<file path="config.mk">
export PLATFORM = sky130hd
export DESIGN_NAME = fp_accum_ctrl
export DESIGN_NICKNAME = d
export VERILOG_FILES = /design/src/rtl/fp_accum_ctrl.sv
export SDC_FILE = /design/constraint.sdc
export NUM_CORES = 1
export LEC_CHECK = 0
export BUFFER_PORTS_ARGS = -buffer_cell sky130_fd_sc_hd__buf_4
export CAP_MARGIN = 20
export CORE_MARGIN = 4
export CORE_UTILIZATION = 45
export DETAILED_ROUTE_END_ITERATION = 12
export PLACE_DENSITY = 0.78
export SLEW_MARGIN = 0
export SYNTH_ARGS = -nofsm -noshare
export SYNTH_HDL_FRONTEND = slang
export SYNTH_SLANG_ARGS = --single-unit
</file>
<file path="constraint.sdc">
create_clock -name clk -period 4.9 [get_ports clk]
set_clock_uncertainty 0.2 [all_clocks]
set_input_delay 0 -clock clk [delete_from_list [all_inputs] [get_ports clk]]
set_output_delay 0 -clock clk [all_outputs]
set_load 0.05 [all_outputs]
</file>
<file path="src/rtl/fp_accum_ctrl.sv">
// Sequencing controller that drives the shared fp_arith unit to reduce an operand stream
// (x0 +/- x1 +/- ...) into a single accumulated result presented on a held result port.
module fp_accum_ctrl #(
    parameter int                    DATA_WIDTH = 32,
    parameter int                    LEN_W      = 16,
    parameter logic [DATA_WIDTH-1:0] ACCUM_INIT = 32'h0000_0000
) (
    input  logic                  clk,
    input  logic                  rst_n,
    input  logic                  start,
    input  logic [LEN_W-1:0]      vec_len,
    input  logic                  op_sel,
    output logic                  busy,
    input  logic                  in_valid,
    input  logic [DATA_WIDTH-1:0] in_data,
    output logic                  in_ready,
    output logic [DATA_WIDTH-1:0] alu_data_1,
    output logic [DATA_WIDTH-1:0] alu_data_2,
    output logic                  alu_op_sel,
    output logic                  alu_en,
    input  logic [DATA_WIDTH-1:0] alu_result,
    output logic                  res_valid,
    output logic [DATA_WIDTH-1:0] res_data,
    input  logic                  res_ready,
    output logic [LEN_W-1:0]      elem_cnt
);

    typedef enum logic [1:0] {
        IDLE,
        FIRST,
        ACCUM,
        RESULT
    } state_t;

    state_t                r_state;
    state_t                w_next_state;
    logic [DATA_WIDTH-1:0] r_acc;
    logic [LEN_W-1:0]      r_remaining;
    logic [LEN_W-1:0]      r_elem_cnt;
    logic                  r_op;
    logic                  w_in_ready;
    logic                  w_hs;
    logic                  w_last;

    assign w_hs   = in_valid & w_in_ready;
    assign w_last = (r_remaining == LEN_W'(1));

    always_comb begin
        w_next_state = r_state;
        w_in_ready   = 1'b0;
        case (r_state)
            IDLE: begin
                if (start) begin
                    w_next_state = (vec_len == '0) ? RESULT : FIRST;
                end
            end
            FIRST, ACCUM: begin
                w_in_ready = 1'b1;
                if (w_hs) begin
                    w_next_state = w_last ? RESULT : ACCUM;
                end
            end
            RESULT: begin
                if (res_ready) begin
                    w_next_state = IDLE;
                end
            end
            default: w_next_state = IDLE;
        endcase
    end

    // The first operand is loaded raw rather than added to ACCUM_INIT, since
    // fp_arith has no zero-operand handling.
    always_ff @(posedge clk) begin
        if (!rst_n) begin
            r_state     <= IDLE;
            r_acc       <= ACCUM_INIT;
            r_remaining <= '0;
            r_elem_cnt  <= '0;
            r_op        <= 1'b0;
        end else begin
            r_state <= w_next_state;
            case (r_state)
                IDLE: begin
                    if (start) begin
                        r_op        <= op_sel;
                        r_remaining <= vec_len;
                        r_elem_cnt  <= '0;
                        if (vec_len == '0) begin
                            r_acc <= ACCUM_INIT;
                        end
                    end
                end
                FIRST: begin
                    if (w_hs) begin
                        r_acc       <= in_data;
                        r_remaining <= r_remaining - LEN_W'(1);
                        r_elem_cnt  <= r_elem_cnt + LEN_W'(1);
                    end
                end
                ACCUM: begin
                    if (w_hs) begin
                        r_acc       <= alu_result;
                        r_remaining <= r_remaining - LEN_W'(1);
                        r_elem_cnt  <= r_elem_cnt + LEN_W'(1);
                    end
                end
                default: begin
                end
            endcase
        end
    end

    assign busy       = (r_state != IDLE);
    assign in_ready   = w_in_ready;
    assign alu_data_1 = r_acc;
    assign alu_data_2 = in_data;
    assign alu_op_sel = r_op;
    assign alu_en     = (r_state == ACCUM) & in_valid;
    assign res_valid  = (r_state == RESULT);
    assign res_data   = r_acc;
    assign elem_cnt   = r_elem_cnt;

endmodule

</file>
Word-level counts from Yosys, hierarchy flattened
Cells that the tools add are included.
{"block": "word_totals", "register_bits": 67, "latchBits": 0, "ramBits": 0, "mem_bits_ro": 0, "wordCells": 47, "mem_count": 0}
{"block": "op_classes", "n_addsub": 2, "multipliers": 0, "n_div": 0, "order_cmp": 0, "eq_ne": 10, "n_shift": 0, "n_mux": 18, "bitwise_logic": 2, "n_reduce_logical": 10}
{"op": "32-bit 2-to-1 mux", "n": 4}
{"op": "32-bit case mux with 3 select lines", "n": 1}
{"op": "16-bit 2-to-1 mux", "n": 4}
{"op": "16-bit case mux with 2 select lines", "n": 2}
{"op": "16-bit by 1-bit adder with 16-bit output, second input constant", "n": 1}
{"op": "16-bit by 1-bit == test with 1-bit output, second input constant", "n": 1}
{"op": "16-bit zero test", "n": 1}
{"op": "16-bit by 1-bit subtractor with 16-bit output, second input constant", "n": 1}
{"op": "2-bit 2-to-1 mux", "n": 4}
{"op": "2-bit inequality test, second input constant", "n": 4}
{"op": "2-bit case mux with 3 select lines", "n": 1}
{"op": "3-bit AND reduction", "n": 2}
{"op": "5-bit AND reduction", "n": 1}
{"op": "2-bit == test, second input constant", "n": 2}
{"op": "2-bit by 1-bit inequality test with 1-bit output, second input constant", "n": 2}
{"op": "2-bit nonzero test", "n": 2}
{"op": "3-bit nonzero test", "n": 1}
{"op": "1-bit bitwise AND", "n": 2}
{"op": "2-bit by 1-bit == test with 1-bit output, second input constant", "n": 1}
{"op": "2-bit zero test", "n": 1}
{"op": "1-bit 2-to-1 mux", "n": 2}
{"op": "2-bit AND reduction", "n": 1}
{"op": "2-bit OR reduction", "n": 1}

Depth between registers and ports, before layout
Gate-level depths: netlist of the first run.
{"block": "logic_depth", "word_depth": 6, "ltp_mapped": 9, "ltp_nobuf": 6}

Worst setup path after synthesis of the first run
OpenSTA, ideal clock, no wires.
{"block": "synth_timing", "path_type": "reg-to-reg", "from": "reg r_state[0]", "to": "reg r_elem_cnt[13], in the netlist elem_cnt[13]", "setup_ns": 0.071, "arrival_ns": 2.459, "t_required_ns": 4.629, "path_slack_ns": 2.170, "path_stages_with_launch": 9, "n_path_buf": 2, "path_cell_list": "dfxtp_1 inv_1 ha_1 buf_2 and2b_1 or3_1 buf_2 or4_1 a21oi_1"}
{"block": "synth_between", "elab_chain_len": 6, "elab_cells_between_ends": 11, "classes_between": "eq/ne (4); mux (2); bitwise (1); reduce/logical (4)"}
{"item": "start, declared", "line_no": "35", "rtl": "state_t r_state;"}
{"item": "start signal, assigned", "line_no": "82", "rtl": "r_state <= w_next_state;"}
{"item": "2-bit == test or 2-bit by 1-bit == test with 1-bit output (tied branches)", "line_no": "51", "rtl": "case (r_state)"}
{"item": "2-bit OR reduction (no source line) (*)"}
{"item": "1-bit 2-to-1 mux (*)", "line_no": "51"}
{"item": "named net in_ready", "line_no": "16", "rtl": "output logic in_ready,"}
{"item": "1-bit bitwise AND (*)", "line_no": "45", "rtl": "assign w_hs = in_valid & w_in_ready;"}
{"item": "2-bit by 1-bit inequality test with 1-bit output (no source line) (*)"}
{"item": "3-bit AND reduction (no source line) (*)"}
{"item": "end signal, assigned", "line_no": "98", "rtl": "r_elem_cnt <= r_elem_cnt + LEN_W'(1);"}
{"item": "end signal, assigned", "line_no": "105", "rtl": "r_elem_cnt <= r_elem_cnt + LEN_W'(1);"}
{"item": "end, declared", "line_no": "39", "rtl": "logic [LEN_W-1:0] r_elem_cnt;"}
Mark *: on every way through the listed nets, which the timed path passes. The rest lies on a longest branch.
A chain may end at the register's enable or synchronous reset.

Final worst setup path of the first run
{"block": "layout_timing", "from": "reg r_state[0]", "to": "reg r_remaining[4]"}
{"block": "layout_between", "elab_chain_len": 6, "elab_cells_between_ends": 11, "classes_between": "eq/ne (4); mux (2); bitwise (1); reduce/logical (4)"}
{"item": "2-bit == test or 2-bit by 1-bit == test with 1-bit output (tied branches)", "line_no": "51, 83"}
{"item": "2-bit OR reduction (no source line)"}
{"item": "1-bit 2-to-1 mux", "line_no": "51"}
{"item": "1-bit bitwise AND", "line_no": "45"}
{"item": "2-bit by 1-bit inequality test with 1-bit output (no source line)"}
{"item": "3-bit AND reduction (no source line)"}
{"item": "end signal, assigned", "line_no": "87", "rtl": "r_remaining <= vec_len;"}
{"item": "end signal, assigned", "line_no": "97", "rtl": "r_remaining <= r_remaining - LEN_W'(1);"}
{"item": "end signal, assigned", "line_no": "104", "rtl": "r_remaining <= r_remaining - LEN_W'(1);"}
{"item": "end, declared", "line_no": "38", "rtl": "logic [LEN_W-1:0] r_remaining;"}
Parallel ways exist; a longest one is shown, timed or not.

==> results of run 1 <==
[registers in the layout (all words and copies together) (netlist names)]
register and count:
elem_cnt 16, alu_op_sel 1, alu_data_1 32, r_state 2, r_remaining 16
[kinds of logic after synthesis]
family,Yosys count,synth area share (%)
simple gates,182,21.0
compound gates,115,19.5
buf+inv,110,15.9
flops,67,32.1
mux,34,8.17
fa+ha+maj,7,2.09
xor+xnor,6,1.26
[worst paths after layout]
| path | from | to | slack (ns) | cells past startpoint |
|---|---|---|---|---|
| worst min register to register | r_remaining[6]$_SDFFE_PN0P_ | r_remaining[6]$_SDFFE_PN0P_ | 0.30 | 2 |
| worst max-delay path | r_state[0]$_SDFFE_PN0P_ | r_remaining[4]$_SDFFE_PN0P_ | 1.34 | 9 |
| worst min-delay path | in_data[24] | alu_data_2[24] | 0.07 | 2 |
| worst max register to register | r_state[0]$_SDFFE_PN0P_ | r_remaining[4]$_SDFFE_PN0P_ | 1.34 | 9 |
[area by class of cell]
cell class / count / area, sq um / share of cell area [%]
Timing Repair Buffer: 334 / 2820 / 41.8
Multi-Input combinational cell: 344 / 2190 / 32.3
Sequential cell: 67 / 1340 / 19.8
Clock buffer: 12 / 155 / 2.30
Tap cell: 108 / 135 / 2.00
Clock inverter: 4 / 72.6 / 1.07
Inverter: 12 / 45.0 / 0.667
[worst max-delay path: cells and delay by family, from the launching register on]
family / cells / cell delay (ns)
muxes: 1 / 0.16
adders and majority gates: 1 / 0.28
DFF: 1 / 0.39
AOI/OAI and AO/OA: 2 / 0.51
buffers and inverters: 4 / 1.17
and+or+nand+nor: 1 / 0.75
[placed cells by master (no fill, tap or decap), types with 8 or more instances in the layout]
cell type / n
nor2_1: 19
buf_4: 208
inv_1: 11
nor2b_1: 10
mux2i_1: 33
a22o_1: 32
or4_1: 8
dfxtp_1: 67
a21oi_1: 22
nor4_1: 12
clkbuf_8: 11
nand2_1: 89
nand3_1: 11
dlygate4sd3_1: 124
o21ai_0: 19
[through the flow]
| step | setup WS, ns | hold slack [ns] |
|---|---|---|
| 2_1_floorplan | 2.17 | -0.0525 |
| 3_3_place_gp | 1.90 | 0.0668 |
| 3_5_place_dp | 1.81 | 0.0667 |
| 4_1_cts | 1.27 | 0.0532 |
| 5_1_grt | 1.24 | 0.0738 |
| 6_report | 1.34 | 0.0688 |
[power breakdown]
group          total [W]  switching, W  internal [W]
clock           0.000533      0.000219      0.000314
combinational    0.00186       0.00110      0.000752
sequential      0.000733     0.0000992      0.000633
[metal layers]
layer | routed length [um] | global-route usage, % | part of all wire (%)
met1 | 6250 | 32.8 | 39
met2 | 7920 | 50.5 | 50
met3 | 1240 | 6.46 | 7.7
met4 | 584 | 12.6 | 3.7
met5 | 0 | 0 | 0
==> flow_metrics.tcl, run 1 <==
set metrics [dict create \
    status "finished, final reports clean" \
    area_growth_pct 61.6 \
    path_clk_slew_ns 0.08 \
    dp_hpwl_um 9540 \
    initial_core_util_pct 47.0 \
    crit_fanout 39 \
    min_period_over_period_pct 72.7 \
    syn_nets 614 \
    fin_setup_tns_ns 0 \
    clock_latency_ns 0.34 \
    wl_per_cell_um 18.1 \
    via_per_inst 5.61 \
    post_cts_buffers 0 \
    synth_seq_area_share_pct 32.1 \
    ys_async_sr_fraction_pct 0 \
    clk_path_buf_depth 2 \
    core_area_sq_um 8890 \
    place_area_sq_um 5280 \
    dr_total_vias 4941 \
    critical_path.cell_chain "inv_1, ha_1, buf_4, mux2i_1, buf_4, nor2_1, a21boi_0, o21a_1, dlygate4sd3_1" \
    p_leak_nw 3.03 \
    maxSlewViolCount 0 \
    nFillCells 601 \
    final_cell_area_sq_um 6760 \
    synthTopCellsByCount "nand2_1, dfxtp_1, buf_4, mux2i_1, a22o_1" \
    cp_common_cell "buf_4" \
    layout-drive-gt1-share_pct 30.1 \
    num_io_pins 203 \
    fp-row-count 34 \
    required_ns 4.93 \
    maxCapViolCount 0 \
    yosysTopAreaCell "dfxtp_1" \
    cts_inserted_buffers 9 \
    max_stage_delay_ns 0.75 \
    hold_path.class "in -> out" \
    worstSetupPathType "reg -> reg" \
    die_h_um 104 \
    fin_total_pwr_w 0.00312 \
    route.detailed.drc 0 \
    synth_area_leaders "dfxtp_1, buf_4, nand2_1" \
    arrival_ns 3.59 \
    relSlewSlack_pct 34.7 \
    critPathLaunchType "flip-flop" \
    cts_resized 0 \
    cts.sinks 67 \
    syn_avg_cell_area_sq_um 8.03 \
    die_area_sq_um 10900 \
    ys_seq_elements 67 \
    max-vdd-ir-drop_v 0.000284 \
    grt_usage_pct 28.6 \
    critPathSlowestCell "nor2_1" \
    htree_levels 3 \
    drt_pass1_iterations 6 \
    placed_cells_incl_taps 739 \
    grt_max_degree 41 \
    syn_inst 521 \
    grt-ovfl-total 0 \
    yosys_warnings 0 \
    setup_viol 0 \
    cts_tree "built" \
    io_buffers 202 \
    netlist_area_sq_um 4180 \
    rsz0062_at_grt "false" \
    hold_viol 0 \
    initialDrtViolationCount 388 \
    ctsHoldBuffers 124 \
    min_period_ns 3.56 \
    clockRootBuffer "clkbuf_8" \
    postRouteAntennaNets 0 \
    grt_pass1_vias 5183 \
    gp_congestion 0.886 \
    tightest_slew_ns 0.976 \
    die_w_um 104 \
    finalNonFillerCells 881 \
    grt_pass1_wl_um 25900 \
    fin_nets 861 \
    fin_util_pct 76.0 \
    fmax_mhz 281 \
    powerDensity_nw_per_um2 462 \
    synthFlopType "dfxtp_1" \
    n_antenna_cell 0 \
    synth_edf_count 0 \
    antenna_found_initial 0 \
    drt_wl_total_um 16000 \
    yosysMostFrequentCell "nand2_1" \
    synth_top_cell_area_share_pct 32.1 \
    endpoint_kind "flip-flop" \
    ys_types 54 \
]
Note: power is estimated with default switching activity, not from simulation.
==> run 2, diff against run 1 <==
==> constraint.sdc (replaced) <==
create_clock -name clk -period 3.6 [get_ports clk]
set_clock_uncertainty 0.2 [all_clocks]
set_input_delay 0 -clock clk [delete_from_list [all_inputs] [get_ports clk]]
set_output_delay 0 -clock clk [all_outputs]
set_load 0.05 [all_outputs]
==> run 2 against run 1 <==
Fmax up 5.7%. Critical path type unchanged. Via count grew 0.40%. Worst hold slack worse by 0.040 ns. Global-route usage increased by 0.60 points.
==> flow_metrics.tcl, run 2 (synthesis gave the netlist of run 1 again) <==
set metrics [dict create \
    status "finished, final reports clean" \
    die_w_um 104 \
    most-common-layout-cells "buf_4, dlygate4sd3_1, nand2_1, dfxtp_1, mux2i_1" \
    path_clk_slew_ns 0.07 \
    die_area_sq_um 10900 \
    fin_nets 864 \
    p_leak_nw 3.03 \
    critPathLaunchType "flip-flop" \
    endpoint_kind "flip-flop" \
    critical_path.cell_chain "inv_1, ha_1, mux2i_1, nor2_1, a21boi_0, o21a_1, dlygate4sd3_1" \
    grt-ovfl-total 0 \
    n_antenna_cell 0 \
    dp_slack_ns 0.923 \
    max_stage_delay_ns 0.85 \
    max-vdd-ir-drop_v 0.000291 \
    arrival_ns 3.39 \
    maxCapViolCount 0 \
    tightest_slew_ns 1.02 \
    cts_inserted_buffers 9 \
    clk_path_buf_depth 2 \
    gp_congestion 0.860 \
    required_ns 3.62 \
    clockRootBuffer "clkbuf_8" \
    grt_max_degree 41 \
    hold_viol 0 \
    clock_latency_ns 0.34 \
    wl_per_cell_um 18.3 \
    htree_levels 3 \
    setup_viol 0 \
    postRouteAntennaNets 0 \
    layout-drive-gt1-share_pct 30.3 \
    die_h_um 104 \
    final_common_cell "buf_4" \
    drt_pass1_iterations 5 \
    fmax_mhz 297 \
    cts_tree "built" \
    crit_family "simple AND/OR/NAND/NOR gates" \
    largest_register_ffs 32 \
    critPathSlowestCell "nor2_1" \
    relSlewSlack_pct 31.5 \
    grt_pass1_wl_um 26300 \
    min_period_over_period_pct 93.5 \
    maxSlewViolCount 0 \
    powerDensity_nw_per_um2 613 \
    drt_wl_total_um 16100 \
    crit_fanout 15 \
    setup_slack_ns 0.232 \
    placed_cells_incl_taps 744 \
    fin_setup_tns_ns 0 \
    fp-row-count 34 \
    area_growth_pct 60.8 \
    initial_core_util_pct 47.0 \
    rsz0062_at_grt "false" \
    path_buf_inv 2 \
    nFillCells 583 \
    dp_hpwl_um 9560 \
    worstSetupPathType "reg -> reg" \
    num_io_pins 203 \
    dr_total_vias 4961 \
    core_area_sq_um 8890 \
    route.detailed.drc 0 \
    antenna_found_initial 0 \
    finalNonFillerCells 883 \
    initialDrtViolationCount 522 \
    cts_resized 0 \
    via_per_inst 5.62 \
    grt_usage_pct 29.2 \
    min_period_ns 3.37 \
    grt_pass1_vias 5141 \
    io_buffers 202 \
    hold_path.class "in -> reg" \
    cts.sinks 67 \
]
run 2: cell types whose count changed in the layout (fill, tap and decap cells not counted):
| cell | delta |
|---|---|
| clkbuf_8 | +1 |
| clkinv_2 | +1 |
| buf_8 | -1 |
| clkinvlp_4 | -1 |
| bufinv_16 | -2 |
| clkbuf_2 | -1 |
| buf_4 | +5 |
run 2: worst reg2reg max path, cell delays in order, from the launching register on:
cell	delay [ns]
dfxtp_1	0.34
inv_1	0.09
ha_1	0.40
mux2i_1	0.33
nor2_1	0.85
a21boi_0	0.25
o21a_1	0.25
dlygate4sd3_1	0.55
run 2: cell type report:
class	instances	area [sq um]	area share, %
Inverter	12	45.0	0.670
Clock buffer	13	169	2.51
Tap cell	108	135	2.01
Clock inverter	2	10.0	0.149
Multi-Input combinational cell	344	2190	32.5
Sequential cell	67	1340	19.9
Timing Repair Buffer	337	2840	42.2
run 2: metal layers:
layer  track usage [%]  share of wire (%)  wire (um)
met5                 0                  0          0
met4              13.1                3.6        579
met3              8.07                8.2       1320
met2              50.0                 50       8000
met1              33.8                 39       6230
run 2: path summary, 6_finish.rpt:
kind / startpoint / endpoint / slack, ns / cells after the start
min: res_ready / r_state[0]$_SDFFE_PN0P_ / 0.03 / 4
max reg2reg: r_state[0]$_SDFFE_PN0P_ / r_remaining[4]$_SDFFE_PN0P_ / 0.23 / 7
max: r_state[0]$_SDFFE_PN0P_ / r_remaining[4]$_SDFFE_PN0P_ / 0.23 / 7
min reg2reg: elem_cnt[15]$_SDFFE_PN0P_ / elem_cnt[15]$_SDFFE_PN0P_ / 0.30 / 2
run 2: stage by stage:
step           power [W]  hold WS (ns)  area [sq um]  utilization (%)
3_5_place_dp     0.00317        0.0666          5310             59.7
2_1_floorplan    0.00262       -0.0525          4180                -
5_1_grt          0.00435        0.0647          6730             75.7
3_3_place_gp     0.00313        0.0667          5310             59.7
4_1_cts          0.00402       0.00562          6730             75.7
6_report         0.00412        0.0292          6730             75.7
run 2: where the power goes:
| part | switching (W) | internal, W | total [W] | leakage [nW] |
|---|---|---|---|---|
| Combinational | 0.00151 | 0.00103 | 0.00255 | 2.39 |
| Clock | 0.000280 | 0.000301 | 0.000581 | 0.0953 |
| Sequential | 0.000133 | 0.000862 | 0.000996 | 0.543 |
| Total | 0.00193 | 0.00220 | 0.00412 | 3.03 |
run 2: timing repair:
action | CTS | global route
buffers inserted | 0 | 0
hold buffers | 124 | 0
hold endpoints to repair | 53 | 0
